`config.mk`:
```
export PLATFORM = sky130hd
export DESIGN_NAME = lsu_byte_seq
export DESIGN_NICKNAME = d
export VERILOG_FILES = /design/src/rtl/lsu_byte_seq.sv
export SDC_FILE = /design/constraint.sdc
export NUM_CORES = 1
export LEC_CHECK = 0
export ABC_AREA = 1
export BUFFER_PORTS_ARGS = -buffer_cell sky130_fd_sc_hd__buf_2
export CORE_MARGIN = 1.5
export CORE_UTILIZATION = 45
export CTS_BUF_LIST = sky130_fd_sc_hd__clkbuf_2 sky130_fd_sc_hd__clkbuf_4 sky130_fd_sc_hd__clkbuf_8
export DETAILED_ROUTE_END_ITERATION = 7
export GPL_ROUTABILITY_DRIVEN = 1
export GPL_TIMING_DRIVEN = 0
export PLACE_DENSITY = 0.66
export REMOVE_ABC_BUFFERS = 1
export SYNTH_ARGS = -nofsm -noshare
export SYNTH_HDL_FRONTEND = slang
export SYNTH_SLANG_ARGS = --single-unit
```
`constraint.sdc`:
```
create_clock -name clk -period 2.11 [get_ports clk]
set_input_delay 0.5275 -clock clk [delete_from_list [all_inputs] [get_ports clk]]
set_output_delay 0.5275 -clock clk [all_outputs]
set_load 0.02 [all_outputs]
```
`src/rtl/lsu_byte_seq.sv`:
```
// lsu_byte_seq: serialises one RISC-V load/store (LB/LH/LW/LBU/LHU/SB/SH/SW)
// into 1, 2 or 4 little-endian single-byte accesses to a byte-wide RAM with
// combinational read and posedge write, then issues a one-cycle response.
module lsu_byte_seq #(
   parameter int ADDR_W      = 8,
   parameter bit CHECK_ALIGN = 1'b1
) (
   input  logic              clk,
   input  logic              rst,
   input  logic              req_valid,
   output logic              req_ready,
   input  logic              req_we,
   input  logic [2:0]        req_funct3,
   input  logic [ADDR_W-1:0] req_addr,
   input  logic [31:0]       req_wdata,
   output logic              resp_valid,
   output logic [31:0]       resp_rdata,
   output logic              resp_err,
   output logic [ADDR_W-1:0] mem_a,
   output logic [7:0]        mem_wd,
   output logic              mem_we,
   input  logic [7:0]        mem_rd
);

   typedef enum logic [1:0] {
      IDLE = 2'd0,
      XFER = 2'd1,
      RESP = 2'd2
   } state_t;

   state_t            state_reg;
   logic              we_reg;
   logic [2:0]        funct3_reg;
   logic [ADDR_W-1:0] base_reg;
   logic [31:0]       wdata_reg;
   logic [1:0]        k_reg;
   logic [1:0]        last_k_reg;
   logic [31:0]       buf_reg;
   logic [31:0]       buf_next;
   logic [7:0]        wr_byte;
   logic              acc_bad;
   logic [1:0]        acc_last_k;

   // Request classification at acceptance: illegal size, or misaligned when checking is on.
   always_comb begin
      acc_bad = (req_funct3[1:0] == 2'b11);
      if (CHECK_ALIGN) begin
         acc_bad = acc_bad
                 | ((req_funct3[1:0] == 2'b01) & req_addr[0])
                 | ((req_funct3[1:0] == 2'b10) & (req_addr[1:0] != 2'b00));
      end
      case (req_funct3[1:0])
         2'b00:   acc_last_k = 2'd0;
         2'b01:   acc_last_k = 2'd1;
         default: acc_last_k = 2'd3;
      endcase
   end

   // Load buffer with the byte arriving this cycle merged in, so the final byte
   // can feed the registered response directly.
   for (genvar gi = 0; gi < 4; gi++) begin : g_buf
      assign buf_next[8*gi +: 8] = (state_reg == XFER && !we_reg && k_reg == 2'(gi))
                                   ? mem_rd : buf_reg[8*gi +: 8];
   end

   // Select the store byte for the current beat.
   always_comb begin
      case (k_reg)
         2'd0:    wr_byte = wdata_reg[7:0];
         2'd1:    wr_byte = wdata_reg[15:8];
         2'd2:    wr_byte = wdata_reg[23:16];
         default: wr_byte = wdata_reg[31:24];
      endcase
   end

   // RAM side: address walks base+k (wrapping) only during transfers; write data
   // mirrors read data whenever not writing so an always-enabled RAM stays intact.
   assign mem_we = (state_reg == XFER) && we_reg;
   assign mem_a  = (state_reg == XFER) ? base_reg + ADDR_W'(k_reg) : '0;
   assign mem_wd = mem_we ? wr_byte : mem_rd;

   function automatic logic [31:0] extend(input logic [31:0] b, input logic [2:0] f3);
      logic [31:0] r;
      case (f3[1:0])
         2'b00:   r = f3[2] ? {24'b0, b[7:0]}  : {{24{b[7]}}, b[7:0]};
         2'b01:   r = f3[2] ? {16'b0, b[15:0]} : {{16{b[15]}}, b[15:0]};
         default: r = b;
      endcase
      return r;
   endfunction

   // Sequencer FSM with registered handshake and response outputs.
   always_ff @(posedge clk or negedge rst) begin
      if (!rst) begin
         state_reg  <= IDLE;
         we_reg     <= 1'b0;
         funct3_reg <= 3'b0;
         base_reg   <= '0;
         wdata_reg  <= 32'b0;
         k_reg      <= 2'd0;
         last_k_reg <= 2'd0;
         buf_reg    <= 32'b0;
         req_ready  <= 1'b1;
         resp_valid <= 1'b0;
         resp_rdata <= 32'b0;
         resp_err   <= 1'b0;
      end else begin
         case (state_reg)
            IDLE: begin
               if (req_valid) begin
                  we_reg     <= req_we;
                  funct3_reg <= req_funct3;
                  base_reg   <= req_addr;
                  wdata_reg  <= req_wdata;
                  k_reg      <= 2'd0;
                  last_k_reg <= acc_last_k;
                  buf_reg    <= 32'b0;
                  req_ready  <= 1'b0;
                  if (acc_bad) begin
                     state_reg  <= RESP;
                     resp_valid <= 1'b1;
                     resp_err   <= 1'b1;
                     resp_rdata <= 32'b0;
                  end else begin
                     state_reg <= XFER;
                  end
               end
            end
            XFER: begin
               buf_reg <= buf_next;
               k_reg   <= k_reg + 2'd1;
               if (k_reg == last_k_reg) begin
                  state_reg  <= RESP;
                  resp_valid <= 1'b1;
                  resp_err   <= 1'b0;
                  resp_rdata <= we_reg ? 32'b0 : extend(buf_next, funct3_reg);
               end
            end
            RESP: begin
               resp_valid <= 1'b0;
               resp_err   <= 1'b0;
               resp_rdata <= 32'b0;
               req_ready  <= 1'b1;
               state_reg  <= IDLE;
            end
            default: begin
               resp_valid <= 1'b0;
               req_ready  <= 1'b1;
               state_reg  <= IDLE;
            end
         endcase
      end
   end

endmodule

```
==> results of run 1 <==
[logic make-up (layout without fill, tap and decap cells)]
group                      count (synthesis)  after routing  share of synthesized area
AOI/OAI and AO/OA                        132            132                      0.111
adders and majority gates                 11             11                     0.0239
buffers and inverters                    105            231                     0.0761
DFF                                      117            117                      0.483
and+or+nand+nor                          431            435                      0.306
[repair_timing]
item / CTS / global route
buffers inserted: 22 / 9
endpoints found under the hold margin: 22 / 0
endpoints found under the setup margin: 133 / 56
pin swaps: 9 / 9
gates cloned: 4 / 1
hold buffers: 1 / 0
resized for setup: 71 / 30
[worst max-delay path, delay by kind of cell, from the launching register on]
family,cells,cell delay (ps)
compound gates,2,150
fa+ha+maj,2,550
buf+inv,3,420
flops,1,450
[per-layer routing]
metal,up-vias,global-route usage,share of wire,wire length [um]
met5,-,0,0,0
met4,0,0.108,0.018,311
met3,32,0.0536,0.068,1140
met2,199,0.387,0.46,7830
met1,2629,0.336,0.45,7580
li1,2827,-,-,-
[placed cells by master (no fill, tap or decap), types with 7 or more instances in the layout]
master and n:
dfrtp_1 113, o21ai_1 18, nand2_1 317, a31oi_1 8, nand4_1 16, nand3_1 64
ha_4 7, buf_6 7, a21oi_1 14, clkbuf_8 22, buf_2 88, inv_1 49
o21ai_0 85, buf_4 39
[layout make-up]
class | count | share of cell area
Tap cell | 176 | 0.0288
Sequential cell | 117 | 0.384
Clock buffer | 26 | 0.0436
Timing Repair inverter | 1 | 0.000983
Clock inverter | 4 | 0.00590
Multi-Input combinational cell | 578 | 0.382
Inverter | 60 | 0.0331
Timing Repair Buffer | 140 | 0.121
[power by group]
group          switching [W]  internal (W)  total, W
registers           0.000521       0.00300   0.00352
clock network       0.000864       0.00112   0.00198
logic                0.00358       0.00190   0.00547
[final timing paths]
kind                                         endpoint  cells past startpoint
min in group asynchronous  resp_rdata[25]$_DFFE_PN0P_                      2
setup reg to reg           resp_rdata[17]$_DFFE_PN0P_                      8
max in group asynchronous        k_reg[1]$_DFFE_PN0P_                      3
hold reg to reg             wdata_reg[28]$_DFFE_PN0P_                      2
hold / removal               wdata_reg[3]$_DFFE_PN0P_                      3
setup / recovery                             mem_a[2]                      7
[stage by stage]
step                      hold WS [ps]  std cells  worst slack, ps  total power (W)
after global routing               256       1102             -532           0.0118
after CTS                          250       1092             -424           0.0106
after floorplan                    232        751             -693          0.00630
final                              267       1102             -427           0.0110
after detailed placement           395       1035            -1900          0.00773
after global placement             456       1033            -1810          0.00761
==> results.json, run 1 <==
{
  "worstMarginPinSlew_ps": 785,
  "fin_crit_ps": 2540,
  "grt_pass1_wl_mm": 27.4,
  "cts_buffers": 17,
  "status": "complete, but fails checks",
  "start_util": 0.460,
  "path_cells": "ha_4 -> fa_2 -> buf_4 -> buf_6 -> o21ai_2 -> a21oi_2 -> buf_4",
  "yosys-top-cells-area": "dfrtp_1 48%, nand2_1 20%, o21ai_0 8.7%, nand3_1 5.4%, inv_1 3.3%",
  "rr_startpoint": "we_reg$_DFFE_PN0P_",
  "die_h_um": 119,
  "hold_class": "input pin to flop",
  "ant_nets": 0,
  "drive_gt1_frac": 0.246,
  "port_buffers": 106,
  "drtIter0Drc": 304,
  "gr-total-overflow": 0,
  "dieArea_mm2": 0.0142,
  "track_usage": 0.249,
  "rsz0062_at_grt": "yes",
  "slowest_stage": "dfrtp_2",
  "antenna_found_initial": 0,
  "synth.avg_cell_area_um2": 7.62,
  "r2r_slack_ps": -60,
  "yosysTopAreaCellShare": 0.478,
  "max_cap_viol_count": 0,
  "crit_path_end_kind": "output pin",
  "num-fill-cells": 1251,
  "leakagePower_nw": 4.21,
  "power.density_mw_per_mm2": 1440,
  "yosysMostFrequentCell": "nand2_1",
  "cp.required_ps": 1580,
  "h-tree-depth": 4,
  "synth_edf_count": 0,
  "start_kind": "flop",
  "drc": 0,
  "drv_slew": 0,
  "num_antenna_cells": 0,
  "gp_congestion": 0.761,
  "ys_top_cells_by_count": "322 x nand2_1, 116 x dfrtp_1, 106 x o21ai_0",
  "finalCritPeriodShare": 1.20,
  "worstSkewPairLatency_ps": 450,
  "syn_inst": 796,
  "fmax_mhz": 394,
  "slew_headroom": 0.476,
  "cts_max_path_buffers": 2,
  "syn2layout_area_growth_pct": 25.9,
  "hold_violations": 0,
  "synth_area_mm2": 0.00607,
  "multi_input_area_mm2": 0.00292,
  "path_class": "flop to output pin",
  "async_reset_ff_frac": 1.00,
  "routed_wl_mm": 16.9,
  "finalSetupViolations": 33,
  "synth_flop_cell": "dfrtp_1",
  "clk_pin_slew_ps": 70,
  "crit_top_cell": "buf_4",
  "cts_root_buffer": "clkbuf_8",
  "setup_tns_ps": -5960,
  "placed_cell_area_mm2": 0.00664,
  "cpPeakStageDelay_ps": 450,
  "worst-path-max-fanout": 3,
  "cts_tree": "built",
  "synth.distinct_cells": 30,
  "finClkSkew_ps": 7.84,
  "route.detailed.wl_per_inst_um": 15.3,
  "stdcell_area_mm2": 0.00764,
  "dp_hpwl_mm": 9.86,
  "first_global_vias": 5414,
  "coreArea_mm2": 0.0132,
  "nets": 981,
  "vias": 5687,
  "synth.yosys.seq_area_share": 0.483,
  "cts_sinks": 117,
  "synth.largest_area_cell": "dfrtp_1",
  "irDropWorstVdd_mv": 0.615,
  "ys_warn_count": 0,
  "fp.dieW_um": 119,
  "min_from": "req_wdata[3]",
  "drt_pass1_iterations": 4,
  "seq_area_mm2": 0.00293,
  "setup_slack_ps": -427,
  "utilization": 0.579,
  "critPathLaunch": "k_reg[0]$_DFFE_PN0P_",
  "core.rowCount": 42,
  "grt_max_degree": 96,
  "critPathArrivalTime_ps": 2010,
  "synth_seq_cells": 117,
  "violations": "setup timing",
  "avgViaCountPerCell": 5.16,
  "io-pin-count": 107
}
Power figures use the tool's default switching activity.
==> run 2: changes to the inputs <==
MAX_ROUTING_LAYER = met4   (was unset)
SETUP_SLACK_MARGIN = 0.4   (was unset)
SKIP_LAST_GASP = 1   (was unset)
==> run 2 against run 1 <==
  * The run still ends with setup timing left
  * Via count is 9.8% higher
  * Global-route usage is 5.2 points higher
  * Core utilization is 6.7 points higher
  * Routed wire length is 22% higher
  * Cell count is 4.9% higher
  * Sequential share of layout area is 4.0 points lower
  * Non-clock buffer count is 43 higher
  * Critical path type unchanged
  * Critical endpoint is now mem_wd[7]
  * Largest cell class is now multi-input combinational cells
  * Largest power group unchanged
  * Highest routed layer unchanged
==> results.json, run 2 (synthesis gave the netlist of run 1 again) <==
{
  "holdPathStages": 3,
  "final_common_cell": "nand2_1",
  "layout_common_cells": "307 x nand2_1, 111 x dfrtp_1, 89 x buf_2, 68 x o21ai_0, 63 x nand3_1",
  "syn2layout_area_growth_pct": 40.5,
  "worst-path-max-fanout": 5,
  "die_h_um": 119,
  "cts_max_path_buffers": 2,
  "leakagePower_nw": 4.61,
  "rsz0062_at_grt": "yes",
  "antenna_found_initial": 0,
  "first_global_vias": 5967,
  "critPathArrivalTime_ps": 2050,
  "fin_crit_ps": 2580,
  "gp_congestion": 0.771,
  "num-fill-cells": 1104,
  "core.rowCount": 42,
  "r2r_slack_ps": -10,
  "h-tree-depth": 4,
  "cpPeakStageDelay_ps": 450,
  "port_buffers": 106,
  "grt_max_degree": 96,
  "num_antenna_cells": 0,
  "timing.rr.end": "resp_rdata[26]$_DFFE_PN0P_",
  "finalSetupViolations": 23,
  "violations": "setup timing",
  "multi_input_area_mm2": 0.00318,
  "setup_tns_ps": -5520,
  "cp.depth": 9,
  "drv_slew": 0,
  "status": "complete, but fails checks",
  "avgViaCountPerCell": 5.40,
  "hold_violations": 0,
  "finClkSkew_ps": 14.6,
  "path_delay_family": "buffers and inverters",
  "max_cap_viol_count": 0,
  "vias": 6247,
  "min_from": "req_wdata[3]",
  "critPathLaunch": "k_reg[0]$_DFFE_PN0P_",
  "fmax_mhz": 388,
  "worstSkewPairLatency_ps": 450,
  "grt_pass1_wl_mm": 31.8,
  "route.detailed.wl_per_inst_um": 17.8,
  "gr-total-overflow": 0,
  "power.density_mw_per_mm2": 1550,
  "irDropWorstVdd_mv": 0.680,
  "cp.required_ps": 1580,
  "path_class": "flop to output pin",
  "cts_root_buffer": "clkbuf_8",
  "routed_wl_mm": 20.6,
  "drive_gt1_frac": 0.311,
  "coreArea_mm2": 0.0132,
  "start_util": 0.460,
  "dieArea_mm2": 0.0142,
  "start_kind": "flop",
  "path_cells": "buf_6 -> inv_6 -> ha_4 -> buf_12 -> nand2_1 -> a31oi_1 -> o21ai_0 -> o21ai_1 -> buf_4",
  "power_switching_w": 0.00601,
  "r2r_cells": 15,
  "drc": 0,
  "io-pin-count": 107,
  "pwr-share-seq": 0.269,
  "swShare": 0.456,
  "fp.dieW_um": 119,
  "combPwrFrac": 0.579,
  "drtIter0Drc": 549,
  "cp_num_buf_inv": 4,
  "seq_area_mm2": 0.00294,
  "ant_nets": 0,
  "clk_pin_slew_ps": 70,
  "setup_slack_ps": -466,
  "drt_pass1_iterations": 5,
  "hold_class": "input pin to flop",
  "finalCritPeriodShare": 1.22,
  "nets": 1035,
  "cts_buffers": 17,
  "slowest_stage": "dfrtp_2",
  "clockPowerShare": 0.152,
  "dp_hpwl_mm": 9.86,
  "cts_tree": "built",
  "hold_slack_ps": 270,
  "worstMarginPinSlew_ps": 525,
  "cts_sinks": 117,
  "rr_startpoint": "state_reg[1]$_DFFE_PN0P_",
  "slew_headroom": 0.650,
  "crit_path_end_kind": "output pin",
  "p_int_w": 0.00717,
  "min_to": "wdata_reg[3]$_DFFE_PN0P_",
  "track_usage": 0.301
}
## run 2: cell types whose count changed in the layout (fill, tap and decap cells not counted), sizes merged
cell	before	now
buf	139	182
clkinv	4	5
clkinvlp	3	5
nand2	326	331
nand3	74	76
nor2	16	17
## run 2: repair_timing
item	in CTS	in global routing
cloned	15	4
resized for setup	142	55
endpoints found under the hold margin	22	0
endpoints found under the setup margin	134	132
pin swaps	27	9
buffers inserted	55	16
hold buffers	1	0
## run 2: per-layer routing
| metal | GRT usage | vias to the layer above | routed length (um) |
|---|---|---|---|
| li1 | - | 2945 | - |
| met5 | - | - | 0 |
| met3 | 0.0728 | 78 | 1800 |
| met4 | 0.145 | 0 | 862 |
| met1 | 0.384 | 2911 | 8490 |
| met2 | 0.451 | 313 | 9450 |
## run 2: how the worst max path moves through the flow
stage | endpoint
after floorplan | last_k_reg[0]$_DFFE_PN0P_
after global placement | buf_reg[14]$_DFFE_PN0P_
after detailed placement | last_k_reg[1]$_DFFE_PN0P_
after CTS | mem_a[6]
after global routing | mem_wd[7]
final | mem_wd[7]
## run 2: final cells by class
type,count,area share
sequential,117,0.344
timing repair inverter,4,0.00484
multi-input combinational,586,0.373
timing repair buffer,183,0.174
clock buffer,26,0.0390
inverter,60,0.0342
tap,176,0.0258
clock inverter,4,0.00528
## run 2: tightest hold or removal path, delay by kind of cell
kind	cells	cell delay, ps
buffers and inverters	1	70
and+or+nand+nor	2	80
## run 2: power by group through the flow
| stage | Combinational [W] | Clock, W | Sequential [W] |
|---|---|---|---|
| floorplan | 0.00269 | 0 | 0.00362 |
| global placement | 0.00415 | 0 | 0.00347 |
| global route | 0.00814 | 0.00214 | 0.00363 |
| finish | 0.00763 | 0.00201 | 0.00354 |
| detailed placement | 0.00424 | 0 | 0.00349 |
| CTS | 0.00679 | 0.00202 | 0.00350 |
## run 2: per-stage QoR
step	utilization	instance area, um^2	cells	total power [W]	setup slack [ps]
after global routing	0.646	8520	1156	0.0139	-505
after detailed placement	0.503	6640	1035	0.00773	-1900
final	0.646	8520	1156	0.0132	-466
after global placement	0.499	6590	1033	0.00761	-1810
after floorplan	-	5840	751	0.00630	-693
after CTS	0.623	8210	1136	0.0123	-413
